<file path="config.mk">
export PLATFORM = sky130hd
export DESIGN_NAME = board_m
export DESIGN_NICKNAME = d
export VERILOG_FILES = /design/src/rtl/board_m.sv
export SDC_FILE = /design/constraint.sdc
export NUM_CORES = 1
export LEC_CHECK = 0
export ABC_AREA = 0
export CAP_MARGIN = 20
export CORE_ASPECT_RATIO = 0.75
export CORE_UTILIZATION = 35
export CTS_CLUSTER_SIZE = 14
export DETAILED_ROUTE_END_ITERATION = 10
export PLACE_DENSITY = 0.59
export SLEW_MARGIN = 20
export SYNTH_ARGS = -nofsm -noshare
export SYNTH_HDL_FRONTEND = slang
export SYNTH_SLANG_ARGS = --single-unit
export TNS_END_PERCENT = 30
</file>
<file path="constraint.sdc">
create_clock -name clk -period 2 [get_ports clk]
set_input_delay 0.4 -clock clk [delete_from_list [all_inputs] [get_ports clk]]
set_output_delay 0.4 -clock clk [all_outputs]
set_load 0.05 [all_outputs]
</file>
<file path="src/rtl/board_m.sv">
// Tic-tac-toe game-state holder: samples the shared move bus, validates and stores marks, detects win/draw.
// Optional BOARD_ILLEGAL_FORFEIT_EN: a rejected move in S_WAIT forfeits the game to the other side.
module board_m #(
    localparam int unsigned CELLS   = 9,
    localparam int unsigned IDX_W   = 4,
    localparam int unsigned CELLS_W = 2 * CELLS
) (
    input  logic               clk,
    input  logic               rst_n,
    input  logic [IDX_W-1:0]   update_loc,
    input  logic               submit,
    input  logic               reset,
    output logic               turn,
    output logic [CELLS_W-1:0] cells,
    output logic [3:0]         move_count,
    output logic [1:0]         winner,
    output logic               game_over,
    output logic               illegal
);

    typedef enum logic [1:0] {S_WAIT, S_EVAL, S_OVER} state_t;

    state_t             r_state, w_state_n;
    logic               r_submit_s, r_submit_q, r_reset_s;
    logic [IDX_W-1:0]   r_loc_s;
    logic [CELLS_W-1:0] r_cells, w_cells_n;
    logic [3:0]         r_move_count, w_move_count_n;
    logic [1:0]         r_winner, w_winner_n;
    logic               r_turn, w_turn_n;
    logic               r_game_over;
    logic               r_illegal, w_illegal_n;
    logic               w_edge, w_occ, w_legal;
    logic [1:0]         w_mark;

    // True when mark m fills any of the eight 3-in-a-row lines.
    function automatic logic has_line(input logic [CELLS_W-1:0] c, input logic [1:0] m);
        logic [CELLS-1:0] o;
        for (int k = 0; k < CELLS; k++) o[k] = (c[2*k +: 2] == m);
        return (o[0] & o[1] & o[2]) | (o[3] & o[4] & o[5]) | (o[6] & o[7] & o[8]) |
               (o[0] & o[3] & o[6]) | (o[1] & o[4] & o[7]) | (o[2] & o[5] & o[8]) |
               (o[0] & o[4] & o[8]) | (o[2] & o[4] & o[6]);
    endfunction

    assign w_edge = r_submit_s & ~r_submit_q;
    assign w_mark = r_turn ? 2'b10 : 2'b01;

    // Occupancy of the addressed cell; out-of-range locations are never occupied, just illegal.
    always_comb begin
        w_occ = 1'b0;
        for (int k = 0; k < CELLS; k++) begin
            if (r_loc_s == IDX_W'(k)) w_occ = |r_cells[2*k +: 2];
        end
    end

    assign w_legal = (r_loc_s <= IDX_W'(8)) && !w_occ;

    always_comb begin
        w_state_n      = r_state;
        w_cells_n      = r_cells;
        w_move_count_n = r_move_count;
        w_winner_n     = r_winner;
        w_turn_n       = r_turn;
        w_illegal_n    = 1'b0;
        if (w_edge && r_reset_s) begin
            w_state_n      = S_WAIT;
            w_cells_n      = '0;
            w_move_count_n = 4'd0;
            w_winner_n     = 2'b00;
            w_turn_n       = 1'b0;
        end else begin
            case (r_state)
                S_WAIT: begin
                    if (w_edge) begin
                        if (w_legal) begin
                            for (int k = 0; k < CELLS; k++) begin
                                if (r_loc_s == IDX_W'(k)) w_cells_n[2*k +: 2] = w_mark;
                            end
                            w_move_count_n = r_move_count + 4'd1;
                            w_state_n      = S_EVAL;
                        end else begin
                            w_illegal_n = 1'b1;
`ifdef BOARD_ILLEGAL_FORFEIT_EN
                            w_winner_n  = r_turn ? 2'b01 : 2'b10;
                            w_state_n   = S_OVER;
`endif
                        end
                    end
                end
                S_EVAL: begin
                    if (has_line(r_cells, w_mark)) begin
                        w_winner_n = w_mark;
                        w_state_n  = S_OVER;
                    end else if (r_move_count == 4'd9) begin
                        w_winner_n = 2'b11;
                        w_state_n  = S_OVER;
                    end else begin
                        w_turn_n  = ~r_turn;
                        w_state_n = S_WAIT;
                    end
                end
                S_OVER: begin
                    if (w_edge) w_illegal_n = 1'b1;
                end
                default: w_state_n = S_WAIT;
            endcase
        end
    end

    // Bus inputs are sampled once, then acted on the following cycle.
    always_ff @(posedge clk or negedge rst_n) begin
        if (!rst_n) begin
            r_state      <= S_WAIT;
            r_submit_s   <= 1'b0;
            r_submit_q   <= 1'b0;
            r_reset_s    <= 1'b0;
            r_loc_s      <= '0;
            r_cells      <= '0;
            r_move_count <= 4'd0;
            r_winner     <= 2'b00;
            r_turn       <= 1'b0;
            r_game_over  <= 1'b0;
            r_illegal    <= 1'b0;
        end else begin
            r_state      <= w_state_n;
            r_submit_s   <= submit;
            r_submit_q   <= r_submit_s;
            r_reset_s    <= reset;
            r_loc_s      <= update_loc;
            r_cells      <= w_cells_n;
            r_move_count <= w_move_count_n;
            r_winner     <= w_winner_n;
            r_turn       <= w_turn_n;
            r_game_over  <= (w_winner_n != 2'b00);
            r_illegal    <= w_illegal_n;
        end
    end

    assign turn       = r_turn;
    assign cells      = r_cells;
    assign move_count = r_move_count;
    assign winner     = r_winner;
    assign game_over  = r_game_over;
    assign illegal    = r_illegal;

endmodule

</file>
==> results.py, run 1 <==
metrics = {
    "run_status": {
        "status": "finished with violations",
        "violations": "setup timing",
    },
    "critical_path": {
        "required_ns": 2.21,
        "worstPathBufferInverterCount": 0,
        "reg2reg_depth": 6,
        "arrival_ns": 2.36,
        "crit_slowest_cell": "or4b_4",
        "cp_cell_sequence": "or4b_4 -> or4_4 -> o31ai_4 -> nand2_4 -> nor4b_4 -> a32o_1",
        "cp_slowest_stage_delay_ns": 0.53,
        "critPathMaxFanout": 4,
        "cp-start-kind": "flop",
        "path_delay_family": "simple AND/OR/NAND/NOR gates",
        "cp_num_cells": 6,
        "critical_path_class": "reg -> reg",
        "end_kind": "flop",
    },
    "yosys": {
        "synth-async-reset-ratio_pct": 100,
        "ys.flop_type": "dfrtp_1",
        "synth.area.mux_share_pct": 1.02,
        "yosys.area.top_type": "dfrtp_1",
        "synth_fp_nets": 217,
        "yosys.area_share.adder_pct": 1.27,
        "ys_seq_area_share_pct": 45.7,
        "syn_area_per_cell_um2": 9.51,
        "synth-compound-area-share_pct": 21.1,
        "synth_top_area_share_pct": 45.7,
        "ys_ff_latch": 36,
        "synth_edf_count": 0,
        "synth-xor-area-share_pct": 0,
        "synth.distinct_cells": 52,
        "synth_top_family_by_area": "simple AND/OR/NAND/NOR gates",
        "synthSimpleGateAreaFrac_pct": 28.0,
        "synth_area_leaders": "dfrtp_1 46%, nor2_1 4.2%, nor2b_1 3.8%",
        "syn_inst": 207,
        "yosysWarnings": 0,
        "syn-cell-area_um2": 1970,
    },
    "floorplanning": {
        "die_h_um": 67.0,
        "initial_core_util_pct": 36.6,
        "rows": 23,
        "die_area_um2": 5930,
        "core_um2": 5380,
        "die_width_um": 88.6,
        "io_pins": 35,
    },
    "power_and_ir_drop": {
        "ir_worst_vdd_mv": 0.333,
        "powerDensity_nw_per_um2": 692,
        "power_uw": 1880,
        "p_leak_uw": 0.00118,
    },
    "global_route": {
        "grt_pass1_vias": 1685,
        "grt_max_degree": 20,
        "antenna_found_initial": 0,
        "grt_pass1_wl_mm": 8.74,
        "grt.overflow.total": 0,
        "track_usage_pct": 19.8,
    },
    "clocking": {
        "htreeDepth": 2,
        "clkTransAtPathRegs_ns": 0.07,
        "insertion_delay_ns": 0.28,
        "cts_buffers": 5,
        "clockBufferDepth": 2,
        "cts_tree": "built",
        "root_buffer": "clkbuf_8",
        "clock-sinks": 36,
        "holdBufCountCts": 0,
    },
    "sta": {
        "finalClockSkew_ns": 0.00767,
        "finalMaxSlewViolations": 0,
        "grt_setup_unrepaired": "true",
        "min_period_ns": 2.14,
        "tns_ns": -1.58,
        "tightest_slew_ns": 0.499,
        "hold_viol_final": 0,
        "period_share_pct": 107,
        "fmax_mhz": 466,
        "slew_headroom_pct": 66.6,
        "setup_ws_ns": -0.144,
        "finalSetupViolCount": 22,
    },
    "layout": {
        "final_nets": 273,
        "layoutNonFillerInstCount": 339,
        "antenna_cells": 0,
        "syn_to_final_growth_pct": 38.2,
        "post-route-util_pct": 50.6,
        "drive_above_1_share_pct": 26.1,
    },
    "drt": {
        "via_per_inst": 5.35,
        "wl_per_cell_um": 15.9,
        "wirelength_mm": 5.39,
        "dr.pass1.iters": 4,
        "drcViolationCount": 0,
        "first_iter_violations": 94,
        "dr_total_vias": 1812,
        "postRouteAntennaNets": 0,
    },
    "placement": {
        "placed_cells": 330,
        "io_buffers": 34,
        "globalplace.congestion": 0.852,
        "hpwl_mm": 4.04,
    },
    "flow_run": {
        "max_cap_violations": 0,
    },
    "hold_path": {
        "hold_path_class": "in -> async",
    },
}
-- layer usage --
| layer | wire length (um) | part of all wire (%) | GRT usage (%) |
|---|---|---|---|
| met5 | 0 | 0 | 0 |
| met4 | 32 | 0.59 | 4.23 |
| met3 | 186 | 3.4 | 3.72 |
| met2 | 2310 | 43 | 28.5 |
| met1 | 2870 | 53 | 30.4 |
-- area by class of cell --
type / count / area, um2
Fill cell: 533 / 2660
Multi-Input combinational cell: 158 / 1100
Sequential cell: 36 / 907
Timing Repair Buffer: 58 / 512
Tap cell: 75 / 93.8
Clock buffer: 7 / 86.3
Inverter: 4 / 15.0
Clock inverter: 1 / 7.51
-- power breakdown --
part	switching (uW)	total [uW]	leakage (uW)	internal, uW
combinational	312	497	0.000662	185
sequential	72.4	848	0.000472	775
clock	258	538	0.0000445	280
-- cells in the final DEF (no fill, tap or decap), types with 3 or more instances in the layout --
master            n
nor2_1           22
a21oi_1           6
o21ai_1           5
clkdlybuf4s50_1  20
nor3b_1           6
a41oi_2           4
o21ai_0           6
buf_4            33
nor2b_1          12
a22o_1            5
nand2b_1          5
nor3_1            6
nand3_1           6
nand2_1          14
and3b_1           4
inv_1             4
a22oi_1           5
clkbuf_8          6
dfrtp_2           5
a31oi_1           6
o21a_1            3
dfrtp_1          31
-- through the flow --
stage | hold slack [ns] | area, um2 | worst slack, ns
after floorplan | 0.104 | 2000 | -0.121
after global placement | 0.366 | 2530 | -0.141
after detailed placement | 0.370 | 2530 | -0.173
after CTS | 0.0635 | 2680 | -0.169
after global routing | 0.0691 | 2720 | -0.258
final | 0.0544 | 2720 | -0.144
-- kinds of logic (layout without fill, tap and decap cells) --
logic type | Yosys count | in the layout
and+or+nand+nor | 97 | 97
AOI/OAI and AO/OA | 57 | 57
DFF | 36 | 36
buffers and inverters | 13 | 70
adders and majority gates | 2 | 2
muxes | 2 | 2
-- state kept, by name, indices dropped and copies added (netlist names) --
register and cells:
r_state 2, cells 18, r_submit_q 1, move_count 4, r_submit_s 1, illegal 1, game_over 1, winner 2
r_reset_s 1, r_loc_s 4, turn 1
-- worst reg2reg max path: stages (launching register included) --
cell and delay (ns):
dfrtp_1 0.38, or4b_4 0.53, or4_4 0.44, o31ai_4 0.10, nand2_4 0.11, nor4b_4 0.31, a32o_1 0.20
-- final timing paths --
path                                  from             to  slack, ns
worst min register to register  r_submit_s     r_submit_q       0.39
worst max register to register  r_loc_s[1]       cells[6]      -0.14
worst max-delay path            r_loc_s[1]       cells[6]      -0.14
worst min-delay path                 rst_n      winner[0]       0.05
max in group asynchronous            rst_n  move_count[3]       1.43
min in group clk                r_submit_s     r_submit_q       0.39
-- synth_stat cells, types with 4 or more instances --
cell type   n
dfrtp_1    36
nor2_1     22
nand2_1    14
nor2b_1    12
nor3_1      9
clkbuf_1    7
o21ai_0     7
a21oi_1     6
a31oi_1     6
nand2b_1    6
nand3_1     6
nor3b_1     6
a22o_1      5
a22oi_1     5
a41oi_1     4
and3b_1     4
inv_1       4
o21ai_1     4
-- timing repair --
action,4_1_cts,5_1_grt
gates cloned,0,0
buffers inserted,0,1
gates resized for setup,10,8
pin swaps,11,7
endpoints found under the setup margin,23,30
Note: power is estimated with default switching activity, not from simulation.
==> inputs of run 2 (changes only) <==
--- a/config.mk
+++ b/config.mk
@@ -11,7 +11,7 @@
 export CORE_UTILIZATION = 35
 export CTS_CLUSTER_SIZE = 14
 export DETAILED_ROUTE_END_ITERATION = 10
-export PLACE_DENSITY = 0.59
+export PLACE_DENSITY = 0.66
 export SLEW_MARGIN = 20
 export SYNTH_ARGS = -nofsm -noshare
 export SYNTH_HDL_FRONTEND = slang
==> run 2 against run 1 <==
The run still ends with setup timing left. Die area unchanged. Sequential share of layout area fell by 0.38 points. Combinational power grew 2%. Clock skew decreased by 0.0034 ns. Final area increased by 1.1%. First-iteration DRC count grew 57%. Critical path type unchanged. Largest cell class unchanged.
==> results.py, run 2 (synthesis gave the netlist of run 1 again) <==
metrics = {
    "run_status": {
        "status": "finished with violations",
        "violations": "setup timing",
    },
    "layout": {
        "drive_above_1_share_pct": 28.4,
        "layoutNonFillerInstCount": 339,
        "final_nets": 273,
        "fill_cells": 518,
        "syn_to_final_growth_pct": 39.8,
        "antenna_cells": 0,
        "layout_commonest_cell": "buf_4",
        "post-route-util_pct": 51.2,
        "largest_reg_flops": 18,
        "final_cell_mix": "33 x buf_4, 31 x dfrtp_1, 22 x nor2_1",
    },
    "clocking": {
        "clockBufferDepth": 2,
        "clock-sinks": 36,
        "holdBufCountCts": 0,
        "root_buffer": "clkbuf_8",
        "htreeDepth": 2,
        "clkTransAtPathRegs_ns": 0.07,
        "insertion_delay_ns": 0.29,
        "cts_buffers": 5,
        "cts_tree": "built",
    },
    "global_route": {
        "grt_pass1_vias": 1718,
        "track_usage_pct": 20.4,
        "grt.overflow.total": 0,
        "grt_pass1_wl_mm": 8.90,
        "grt_max_degree": 19,
        "antenna_found_initial": 0,
    },
    "placement": {
        "hpwl_mm": 4.02,
        "io_buffers": 34,
        "place_ws_ns": -0.213,
        "placed_cells": 328,
        "globalplace.congestion": 0.792,
    },
    "critical_path": {
        "worstPathBufferInverterCount": 2,
        "arrival_ns": 2.39,
        "critPathMaxFanout": 15,
        "path_delay_family": "compound AO/OA/AOI/OAI gates",
        "crit_top_cell": "buf_4",
        "end_kind": "flop",
        "required_ns": 2.18,
        "crit_slowest_cell": "o21bai_1",
        "cp_slowest_stage_delay_ns": 0.46,
        "cp_cell_sequence": "buf_4 -> buf_4 -> nor4_1 -> a2111oi_0 -> a2bb2oi_1 -> o21bai_1 -> nor4b_4 -> a32o_1",
        "cp-start-kind": "flop",
        "critical_path_class": "reg -> reg",
    },
    "drt": {
        "first_iter_violations": 148,
        "wirelength_mm": 5.51,
        "dr_total_vias": 1878,
        "via_per_inst": 5.54,
        "dr.pass1.iters": 4,
        "postRouteAntennaNets": 0,
        "wl_per_cell_um": 16.3,
        "drcViolationCount": 0,
    },
    "sta": {
        "tightest_slew_ns": 0.514,
        "setup_ws_ns": -0.202,
        "tns_ns": -1.73,
        "hold_viol_final": 0,
        "fmax_mhz": 454,
        "min_period_ns": 2.20,
        "grt_setup_unrepaired": "true",
        "finalSetupViolCount": 21,
        "slew_headroom_pct": 65.7,
        "period_share_pct": 110,
        "finalMaxSlewViolations": 0,
        "finalClockSkew_ns": 0.00424,
    },
    "floorplanning": {
        "io_pins": 35,
        "initial_core_util_pct": 36.6,
        "rows": 23,
        "die_width_um": 88.6,
        "die_h_um": 67.0,
        "die_area_um2": 5930,
        "core_um2": 5380,
    },
    "flow_run": {
        "max_cap_violations": 0,
    },
    "power_and_ir_drop": {
        "powerDensity_nw_per_um2": 749,
        "power_uw": 2060,
        "p_leak_uw": 0.00119,
        "ir_worst_vdd_mv": 0.378,
    },
    "hold_path": {
        "hold_path_class": "in -> async",
    },
}
==> run 2: changes by cell type in the layout (fill, tap and decap cells not counted), moves of 2 or more <==
cell / previous run / this run
a41oi_1: 0 / 3
a21oi_1: 6 / 3
a41oi_2: 4 / 1
a21oi_2: 0 / 3
o21ai_2: 0 / 2
o21ai_1: 5 / 3
==> run 2: what timing repair did <==
action,4_1_cts,5_1_grt
pin swaps,7,9
setup buffers,1,2
setup endpoints to repair,26,29
gates resized for setup,9,13
==> run 2: through the flow <==
stage | hold WS, ns | cell area [um2]
after floorplan | 0.104 | 2000
after global placement | 0.317 | 2520
after detailed placement | 0.322 | 2520
after CTS | 0.0101 | 2690
after global routing | 0.0217 | 2750
final | 0.00257 | 2750
==> run 2: area by class of cell <==
class                   instances  area (um2)  area share (%)
repair buffers                 58         508            18.5
clock buffers                   7        96.3            3.50
inverters                       4        15.0           0.545
clock inverters                 1        30.0            1.09
multi-input cells             158        1100            40.0
flip-flops and latches         36         907            33.0
well taps                      75        93.8            3.41
==> run 2: final timing paths <==
check | start | endpoint | slack (ns) | cells past startpoint
max in group asynchronous | rst_n | cells[14] | 1.50 | 2
min in group clk | r_submit_s | r_submit_q | 0.40 | 0
min | rst_n | cells[3] | 0.003 | 1
min reg2reg | r_submit_s | r_submit_q | 0.40 | 0
max | r_loc_s[1] | cells[6] | -0.20 | 8
max reg2reg | r_loc_s[1] | cells[6] | -0.20 | 8
==> run 2: report_power, final <==
group	switching [uW]	internal, uW
logic	315	194
clock network	268	440
registers	69.1	776
total	652	1410
==> run 2: worst register-to-register path: stages, from the launching register on <==
cell	delay [ns]
dfrtp_1	0.35
buf_4	0.11
buf_4	0.17
nor4_1	0.06
a2111oi_0	0.38
a2bb2oi_1	0.16
o21bai_1	0.46
nor4b_4	0.13
a32o_1	0.28
==> run 2: metal layers <==
layer,track usage [%],wire length (um),vias to the layer above
met1,29.6,2680,927
li1,-,-,880
met2,30.3,2470,63
met3,3.97,281,8
met4,6.25,79,0
met5,0,0,-
